`src/rtl/mem_access_pkg.sv`:
```
// Shared types for the memory access stage:
// bus request/response bundles, latched op and FSM states.
package mem_access_pkg;

  typedef enum logic [2:0] {
    MSIZE1 = 3'd0,
    MSIZE2 = 3'd1,
    MSIZE4 = 3'd2,
    MSIZE8 = 3'd3
  } msize_t;

  typedef struct packed {
    logic        valid;
    logic [63:0] addr;
    msize_t      size;
    logic [7:0]  strobe;
    logic [63:0] data;
  } dbus_req_t;

  typedef struct packed {
    logic        addr_ok;
    logic        data_ok;
    logic [63:0] data;
  } dbus_resp_t;

  typedef struct packed {
    logic        store;
    msize_t      size;
    logic        unsigned_;
    logic [63:0] addr;
    logic [63:0] wdata;
  } mem_op_t;

  typedef enum logic [1:0] {
    S_IDLE,
    S_REQ,
    S_RESP,
    S_DRAIN
  } mem_state_t;

endpackage

```
`src/rtl/mem_lane_align.sv`:
```
// Byte-lane alignment: store strobe/shifted data, load extraction
// and extension, misalign detect. Ports: size/uns/lane/wdata/bus_data in.
module mem_lane_align
  import mem_access_pkg::*;
(
  input  msize_t      size,
  input  logic        uns,
  input  logic [2:0]  lane,
  input  logic [63:0] wdata,
  input  logic [63:0] bus_data,
  output logic [7:0]  strobe,
  output logic [63:0] wdata_sh,
  output logic [63:0] rdata,
  output logic        misalign
);

  logic [63:0] raw;
  logic [7:0]  mask;

  assign raw      = bus_data >> {lane, 3'b000};
  assign wdata_sh = wdata << {lane, 3'b000};
  assign strobe   = mask << lane;

  always_comb begin
    mask     = 8'h00;
    rdata    = '0;
    misalign = 1'b0;
    unique case (1'b1)
      (size == MSIZE1): begin
        mask  = 8'h01;
        rdata = {{56{raw[7] & ~uns}}, raw[7:0]};
      end
      (size == MSIZE2): begin
        mask     = 8'h03;
        misalign = lane[0];
        rdata    = {{48{raw[15] & ~uns}}, raw[15:0]};
      end
      (size == MSIZE4): begin
        mask     = 8'h0F;
        misalign = |lane[1:0];
        rdata    = {{32{raw[31] & ~uns}}, raw[31:0]};
      end
      default: begin
        mask     = 8'hFF;
        misalign = |lane;
        rdata    = raw;
      end
    endcase
  end

endmodule

```
`src/rtl/mem_access.sv`:
```
// Memory stage: one load/store per handshake onto the data bus.
// Ports: req_* op in, resp_* result out, dreq/dresp bus, flush, busy.
module mem_access
  import mem_access_pkg::*;
#(
  parameter int XLEN        = 64,
  parameter int CHECK_ALIGN = 1
) (
  input  logic            clk,
  input  logic            reset,
  input  logic            req_valid,
  output logic            req_ready,
  input  logic            req_store,
  input  msize_t          req_size,
  input  logic            req_unsigned,
  input  logic [XLEN-1:0] req_addr,
  input  logic [XLEN-1:0] req_wdata,
  input  logic            flush,
  output logic            resp_valid,
  input  logic            resp_ready,
  output logic [XLEN-1:0] resp_rdata,
  output logic            resp_misalign,
  output logic            busy,
  output dbus_req_t       dreq,
  input  dbus_resp_t      dresp
);

  localparam bit CHK = (CHECK_ALIGN != 0);

  mem_state_t  state_q, state_d;
  mem_op_t     in_op, op_q;
  logic [63:0] rdata_q, la_wdata, la_rdata, sel_wdata;
  logic [7:0]  la_strobe;
  logic [2:0]  sel_lane;
  msize_t      sel_size;
  logic        sel_uns, la_mis, mis_q;
  logic        idle, accept, bad, data_ok, dv;
  logic        unused;

  assign unused  = dresp.addr_ok;
  assign data_ok = dresp.data_ok;
  assign idle    = (state_q == S_IDLE);
  assign accept  = req_valid & idle & ~flush;
  assign bad     = CHK & la_mis;
  assign dv      = (state_q == S_REQ) | (state_q == S_DRAIN);

  assign in_op = '{store:     req_store,
                   size:      req_size,
                   unsigned_: req_unsigned,
                   addr:      req_addr,
                   wdata:     req_wdata};

  // Idle: examine the incoming op for misalignment.
  // Otherwise: the latched op feeds dreq and load extraction.
  assign sel_size  = idle ? in_op.size      : op_q.size;
  assign sel_uns   = idle ? in_op.unsigned_ : op_q.unsigned_;
  assign sel_lane  = idle ? in_op.addr[2:0] : op_q.addr[2:0];
  assign sel_wdata = idle ? in_op.wdata     : op_q.wdata;

  mem_lane_align u_align (
    .size     (sel_size),
    .uns      (sel_uns),
    .lane     (sel_lane),
    .wdata    (sel_wdata),
    .bus_data (dresp.data),
    .strobe   (la_strobe),
    .wdata_sh (la_wdata),
    .rdata    (la_rdata),
    .misalign (la_mis)
  );

  always_ff @(posedge clk) begin
    if (reset) state_q <= S_IDLE;
    else       state_q <= state_d;
  end

  always_comb begin
    state_d = state_q;
    unique case (state_q)
      S_IDLE:
        if (accept) state_d = bad ? S_RESP : S_REQ;
      S_REQ:
        if (data_ok)    state_d = flush ? S_IDLE : S_RESP;
        else if (flush) state_d = S_DRAIN;
      S_DRAIN:
        if (data_ok) state_d = S_IDLE;
      default:
        if (resp_ready | flush) state_d = S_IDLE;
    endcase
  end

  always_comb begin
    req_ready  = idle;
    busy       = ~idle;
    resp_valid = (state_q == S_RESP);
    dreq       = '0;
    if (dv) begin
      dreq.valid  = 1'b1;
      dreq.addr   = op_q.addr;
      dreq.size   = op_q.size;
      dreq.strobe = la_strobe;
      dreq.data   = la_wdata;
    end
  end

  always_ff @(posedge clk) begin
    if (reset) begin
      op_q    <= '0;
      rdata_q <= '0;
      mis_q   <= 1'b0;
    end else begin
      if (accept) begin
        op_q    <= in_op;
        mis_q   <= bad;
        rdata_q <= '0;
      end
      if ((state_q == S_REQ) && data_ok && !flush)
        rdata_q <= op_q.store ? '0 : la_rdata;
    end
  end

  assign resp_rdata    = rdata_q;
  assign resp_misalign = mis_q;

endmodule

```
`config.mk`:
```
export PLATFORM = sky130hd
export DESIGN_NAME = mem_access
export DESIGN_NICKNAME = d
export VERILOG_FILES = /design/src/rtl/mem_access_pkg.sv /design/src/rtl/mem_lane_align.sv /design/src/rtl/mem_access.sv
export SDC_FILE = /design/constraint.sdc
export NUM_CORES = 1
export LEC_CHECK = 0
export ABC_AREA = 1
export CAP_MARGIN = 10
export CORE_MARGIN = 3
export CORE_UTILIZATION = 50
export DETAILED_ROUTE_END_ITERATION = 10
export GPL_ROUTABILITY_DRIVEN = 1
export PLACE_DENSITY_LB_ADDON = 0.05
export SLEW_MARGIN = 20
export SYNTH_ARGS = -nofsm -noshare
export SYNTH_HDL_FRONTEND = slang
export SYNTH_SLANG_ARGS = --single-unit
```
`constraint.sdc`:
```
create_clock -name clk -period 3.45 [get_ports clk]
set_clock_uncertainty 0.1 [all_clocks]
set_input_delay 0.5175 -clock clk [delete_from_list [all_inputs] [get_ports clk]]
set_output_delay 0.5175 -clock clk [all_outputs]
set_load 0.01 [all_outputs]
```
; After elaboration in Yosys (flattened, before gate mapping)
; Index checks and enable logic that the tools add are counted.
[totals]
register_bits = 200
inputBits = 204
output_inout_bits = 208
elab_cells = 58
[classes]
shifts = 3
n_reduce_logical = 10
n_eq_ne = 8
mux = 19
bitwise = 10
[ops]
columns = op, count
row1 = $mux W64, 4
row2 = $pmux W64 S3, 1
row3 = $mux W140, 1
row4 = $shl A64 B6 Y64, 1
row5 = $shr A64 B6 Y64, 1
row6 = $pmux W8 S3, 1
row7 = $mux W2, 7
row8 = $shl A8 B3 Y8, 1
row9 = $mux W3, 2
row10 = $pmux W2 S3, 1
row11 = $and A1 B1 Y1, 5
row12 = $eq A2 B2 Y1 const B, 2
row13 = $reduce_and A4 Y1, 1
row14 = $reduce_bool A4 Y1, 1
row15 = $eq A3 B1 Y1 const B, 1
row16 = $eq A3 B2 Y1 const B, 1
row17 = $logic_not A3 Y1, 1
row18 = $ne A3 B3 Y1 const B, 1
row19 = $not A1 Y1, 3
row20 = $pmux W1 S3, 1
row21 = $reduce_or A3 Y1, 1
row22 = $eq A2 B1 Y1 const B, 1
row23 = $logic_and A1 B1 Y1, 2
row24 = $logic_not A2 Y1, 1
row25 = other kinds (7), 8

; Depth between registers and ports, before layout
; Gate-level depths: netlist of the first run.
[depth]
ltp_word = 7
ltp_mapped = 18
mapped_depth_nobuf = 15

; Hierarchy
; A second synthesis of the first run with hierarchy kept.
[unflattened]
hier_cells = 2291
area_unflattened_um2 = 13251.5
[modules_own_cells]
columns = mod, n_inst, seq_area_each_um2, area_each_um2, cells_per_inst
row1 = mem_access, 1, 4003.8, 9011.1, 1426
row2 = mem_lane_align, 1, 0.0, 4240.3, 865

; Least setup slack after synthesis of the first run
; OpenSTA, ideal clock, no wires.
[synth_path]
path_kind = reg2out
startpoint = register state_q[0]
endpoint = output port dreq[43] in the netlist's numbering
stages_incl_launch_ff = 12
required_ns = 2.832
slack_ns = 0.686
arrival_time_ns = 2.146
path_buffers = 4
path_cell_list = dfxtp_1 > inv_1 > ha_1 > buf_4 > buf_6 > buf_2 > buf_2 > o21ai_0 > inv_1 > o21ai_1 > nand2_1 > a211oi_1
[synth_rtl]
columns = item, line
row1 = "start, declared", mem_access.sv:30  ; mem_state_t state_q, state_d;
row2 = "start signal, assigned", mem_access.sv:74  ; else state_q <= state_d;
row3 = "end, declared", mem_access.sv:24  ; output dbus_req_t dreq,

==> results.yml, run 1 <==
timing:
  fin_ws_ps: -180
  finalMaxSlewViolations: 0
  hold_violations: 0
  fmax_mhz: 275
  setup_violations: 3
  max_slew.worst_pin.slew_ps: 798
  rsz0062_at_grt: "true"
  setup_tns_ps: -358
  min_period_ps: 3630
  max-slew-margin-rel_pct: 46.8
  min_period_over_period_pct: 105
logic_synthesis:
  postSynthCellCount: 1995
  synth_area_sq_um: 12100
  yosysWarnings: 0
  synth_seq_cells: 200
  syn-num-nets: 2203
  synth_cell_types: 39
  synth_top_area_cell: "dfxtp_1"
  ys_top_cells_by_area: "dfxtp_1 (33%), nand2_1 (16%), o21ai_0 (12%)"
  synth_top_area_share_pct: 33.0
  yosysSeqAreaShare_pct: 33.0
  syn_area_per_cell_sq_um: 6.08
global_routing:
  grt_util_met1_pct: 46.9
  antenna_found_initial: 7
  gr-total-overflow: 0
  grt_pass1_vias: 13400
  grt_first_pass_wirelength_um: 74900
  use_met2_pct: 57.5
  grt.total_usage_pct: 35.7
  grt_max_degree: 194
  use_met3_pct: 8.77
  busiest_layer: "met2"
pwr:
  sequentialPowerShare_pct: 17.9
  p_clk_share_pct: 13.9
  power_density_nw_per_um2: 857
  power_switching_share_pct: 50.6
  p_leak_nw: 7.70
  intPower_mw: 7.57
  total_power_mw: 15.3
  power_frac_comb_pct: 68.2
  peakVddDrop_uv: 631
  p_switching_mw: 7.76
detailed_routing:
  drt_iter0_drc: 2012
  firstDrtPassIters: 6
  drc: 0
  viasPerCell: 5.59
  wl_um: 50800
  wl_per_cell_um: 18.7
  vias: 15200
  ant_nets: 0
run_status:
  violations: "setup timing"
  status: "complete, but fails checks"
placed_design:
  hpwl_um: 35800
  place_area_sq_um: 16800
  place.gp.congestion: 1.02
  dp_slack_ps: -8.00
  io_buffer_count: 410
worst_setup_path:
  critical-path-max-stage-delay_ps: 530
  end_kind: "output port"
  crit_chain: "inv_1, ha_4, buf_4, nand2_1, inv_1, nor2_4, buf_4, buf_12, nand2_1, a211oi_2, buf_4, clkdlybuf4s50_1"
  slowest_stage: "clkdlybuf4s50_1"
  critPathTopFamily: "buffers and inverters"
  reg2reg_depth: 16
  path_depth: 12
  crit_fanout: 8
  cp_common_cell: "buf_4"
  start_kind: "register"
  crit_required_ps: 2830
  path_buf_inv: 7
  crit_arrival_ps: 3010
  path_class: "register to output port"
die:
  fp-row-count: 56
  die_w_um: 162
  initial_utilization_pct: 51.2
  core_area_sq_um: 23700
  die_h_um: 162
  ios: 412
  die_area_sq_um: 26200
cts:
  clk_pin_slew_ps: 90
  ctsHtreeMaxLevel: 4
  cts_tree: "built"
  cts_buffers: 17
  clk_path_buf_depth: 2
  cts_root_buf: "clkbuf_16"
  clk_latency_ps: 450
  clock_sinks: 200
min_path:
  hold_path_class: "register to register"
  holdPathStages: 2
job:
  max-cap-violations: 0
cells_and_area:
  design_area_sq_um: 17900
  final_nets: 2592
  drive_gt1_share_pct: 8.80
  area_growth_pct: 47.5
[cells in the mapped netlist (all sizes together)]
cell type and n:
a22oi 8, o21ai 300, o221ai 7, nand3 90
o311ai 3, clkbuf 80, o211ai 36, nand4 3
dfxtp 200, a211oi 3, a31oi 7, a221oi 1
or2 1, nor3 11, o21bai 1, clkinv 2
nand2 513, mux2i 3, ha 4, o22ai 11
inv 170, o31ai 14, buf 83, a21oi 214
nor2 230
[tightest hold or removal path, cell delays in order, from the launching register on]
cell and delay, ps:
dfxtp_1 300, inv_1 50, a21oi_1 60
[through the flow]
stage | util, % | std cells | hold slack, ps
final | 75.6 | 2721 | 355
after global routing | 75.6 | 2721 | 366
after CTS | 74.3 | 2700 | 354
after detailed placement | 71.0 | 2660 | 341
after global placement | 71.0 | 2660 | 336
after floorplan | - | 1995 | 324
[logic make-up (layout without fill, tap and decap cells)]
kind of cell | count (synthesis) | in the layout | share of synthesized area, %
simple gates | 848 | 849 | 27.9
compound gates | 605 | 605 | 27.0
buf+inv | 335 | 736 | 11.4
flops | 200 | 200 | 33.0
fa+ha+maj | 4 | 4 | 0.413
mux | 3 | 3 | 0.248
other cells | 0 | 5 | 0
[repair_timing]
item                                    CTS  global route
hold buffers                              0             0
cloned                                    3             3
pin swaps                                 1             6
buffers inserted                          5            13
endpoints found under the setup margin   71            43
resized for setup                        96            65
[layout by cell type (no fill, tap or decap), types with 3 or more instances in the layout]
| cell type | netlist | final |
|---|---|---|
| buf_6 | 3 | 9 |
| dlymetal6s2s_1 | 0 | 18 |
| a22oi_1 | 8 | 5 |
| dlygate4sd2_1 | 0 | 47 |
| nand2_1 | 506 | 505 |
| a22oi_2 | 0 | 3 |
| o31ai_1 | 14 | 13 |
| o21ai_4 | 1 | 6 |
| nand2_2 | 6 | 4 |
| clkdlybuf4s50_1 | 0 | 341 |
| diode_2 | 0 | 5 |
| mux2i_1 | 3 | 3 |
| nand3_1 | 89 | 88 |
| dfxtp_1 | 200 | 200 |
| buf_12 | 0 | 11 |
| o21ai_1 | 11 | 37 |
| a21oi_1 | 213 | 213 |
| a31oi_1 | 7 | 5 |
| o22ai_1 | 11 | 10 |
| nor2_4 | 2 | 6 |
| clkbuf_16 | 0 | 18 |
| clkinv_8 | 0 | 6 |
| buf_4 | 12 | 96 |
| o21ai_0 | 284 | 246 |
| o211ai_1 | 36 | 36 |
| inv_6 | 0 | 4 |
| nor3_1 | 11 | 11 |
| o21ai_2 | 4 | 11 |
| inv_2 | 6 | 7 |
| nand2_4 | 1 | 3 |
| o221ai_1 | 7 | 7 |
| inv_1 | 164 | 163 |
| ha_1 | 4 | 3 |
| nor2_1 | 225 | 222 |
[layout make-up]
cell class                 instances  area [sq um]
inverter                         172           648
timing repair buffer             532          5250
multi-input combinational       1461          6970
antenna                            5          12.5
clock inverter                    14           188
tap                              319           399
sequential                       200          4000
fill                            1957          5790
clock buffer                      18           429
[power by group through the flow]
stage	Clock [mW]	Combinational [mW]	Sequential (mW)
after floorplan	0	5.70	2.80
after global placement	0	9.37	2.79
after detailed placement	0	9.46	2.80
after CTS	2.14	9.75	2.75
after global routing	2.22	11.2	2.78
final	2.13	10.5	2.75
[final timing paths]
path,from,end,slack (ps)
worst max-delay path,state_q[0],dreq[47],-180
worst min-delay path,op_q[28],op_q[28],360
worst max register to register,state_q[0],resp_rdata[37],280
worst min register to register,op_q[28],op_q[28],360
[flip-flops by register name, summed over array words and instances (netlist names)]
register and cells:
op_q 133, resp_rdata 64, state_q 2, resp_misalign 1
[per-layer routing]
metal	up-vias	share of wire, %	routed length (um)
li1	7316	-	-
met1	6944	40	20400
met2	852	46	23300
met3	101	11	5620
met4	4	2.8	1410
met5	-	0.028	14
(Power assumes the default switching activity.)
==> run 2: changes to the inputs <==
--- a/config.mk
+++ b/config.mk
@@ -11,7 +11,7 @@
 export CORE_UTILIZATION = 50
 export DETAILED_ROUTE_END_ITERATION = 10
 export GPL_ROUTABILITY_DRIVEN = 1
-export PLACE_DENSITY_LB_ADDON = 0.05
+export PLACE_DENSITY = 0.84
 export SLEW_MARGIN = 20
 export SYNTH_ARGS = -nofsm -noshare
 export SYNTH_HDL_FRONTEND = slang
==> results.yml, run 2 (same netlist as run 1, synthesis figures left out) <==
run_status:
  status: "complete, but fails checks"
  violations: "setup timing"
cells_and_area:
  fillers: 1941
  fin_util_pct: 74.7
  drive_gt1_share_pct: 7.87
  final_cell_count_no_fill: 2692
  largest_reg_flops: 133
  mostFrequentLayoutCells: "nand2_1 (503), clkdlybuf4s50_1 (342), o21ai_0 (253)"
  top_register: "op_q"
  area_growth_pct: 45.9
  layout_commonest_cell: "nand2_1"
  design_area_sq_um: 17700
  final_nets: 2558
cts:
  clock_sinks: 200
  clk_latency_ps: 440
  ctsHtreeMaxLevel: 4
  cts_buffers: 17
  clk_pin_slew_ps: 80
  clk_path_buf_depth: 2
  cts_tree: "built"
  cts_hold_buf: 0
  cts_root_buf: "clkbuf_16"
worst_setup_path:
  start_kind: "register"
  end_kind: "output port"
  crit_required_ps: 2830
  crit_fanout: 12
  crit_arrival_ps: 2890
  r2r_slack_ps: 230
  path_class: "register to output port"
global_routing:
  grt.total_usage_pct: 35.6
  grt_max_degree: 226
  grt_first_pass_wirelength_um: 74800
  gr-total-overflow: 0
  antenna_found_initial: 11
  grt_pass1_vias: 13700
timing:
  rsz0062_at_grt: "true"
  max-slew-margin-rel_pct: 43.4
  fmax_mhz: 285
  max_slew.worst_pin.slew_ps: 848
  min_period_over_period_pct: 102
  min_period_ps: 3510
  hold_violations: 0
  finalMaxSlewViolations: 0
  setup_violations: 1
  fin_ws_ps: -56.7
  hold_ws_ps: 355
die:
  fp-row-count: 56
  die_w_um: 162
  die_area_sq_um: 26200
  die_h_um: 162
  initial_utilization_pct: 51.2
  ios: 412
  core_area_sq_um: 23700
placed_design:
  placedCellCount: 2628
  io_buffer_count: 410
  hpwl_um: 35600
  place_area_sq_um: 16600
  place.gp.congestion: 1.02
detailed_routing:
  ant_nets: 0
  firstDrtPassIters: 7
  wl_um: 49900
  viasPerCell: 5.62
  drc: 0
  vias: 15100
  wl_per_cell_um: 18.5
  drt_iter0_drc: 2092
pwr:
  peakVddDrop_uv: 682
  total_power_mw: 15.0
  p_leak_nw: 7.64
  power_density_nw_per_um2: 846
job:
  max-cap-violations: 0
min_path:
  hold_path_class: "register to register"
run 2: changes by cell type in the layout (fill, tap and decap cells not counted), sizes merged, moves of 5 or more:
cell,delta
buf,-34
diode,+5
dlygate4sd2,-7
dlymetal6s2s,+8
run 2: worst max-delay path: stages, from the launching register on:
cell	delay (ps)
dfxtp_2	370
inv_1	90
ha_4	220
buf_12	160
buf_4	140
o21ai_4	290
buf_6	160
inv_2	30
buf_4	170
nand3_1	90
o21ai_0	110
inv_1	80
clkdlybuf4s50_1	530
run 2: final timing paths:
check	startpoint	to	depth (start not counted)
worst min-delay path	op_q[28]	op_q[28]	2
worst min register to register	op_q[28]	op_q[28]	2
worst max-delay path	state_q[1]	dreq[38]	12
worst max register to register	state_q[1]	resp_rdata[57]	16
run 2: cell type report:
cell class	instances	area [sq um]	share of cell area (%)
multi-input cells	1461	6980	39.4
repair buffers	498	5040	28.5
flip-flops and latches	200	4010	22.6
inverters	172	651	3.68
clock buffers	18	429	2.42
well taps	319	399	2.26
clock inverters	14	173	0.976
diodes	10	25.0	0.141
run 2: layer usage:
layer	part of all wire (%)	global-route usage [%]
met1	40	46.3
met2	46	57.9
met3	11	7.83
met4	3.5	14.0
met5	0.026	0
run 2: metrics by stage:
stage          setup WS, ps  TNS, ps
2_1_floorplan           686        0
5_1_grt                -144     -306
6_report              -56.7    -56.7
3_3_place_gp          -60.1     -295
3_5_place_dp           -101     -562
4_1_cts               -22.8    -25.7
run 2: repair_timing:
item / 4_1_cts / 5_1_grt
gates cloned: 2 / 2
pin swaps: 4 / 6
gates resized for setup: 95 / 60
buffers inserted: 12 / 6
endpoints found under the setup margin: 71 / 87
run 2: power breakdown:
group          total, mW  switching, mW  internal [mW]
Clock               2.07           1.08          0.988
Combinational       10.1           6.40           3.73
Sequential          2.77          0.133           2.63
Total               15.0           7.62           7.36
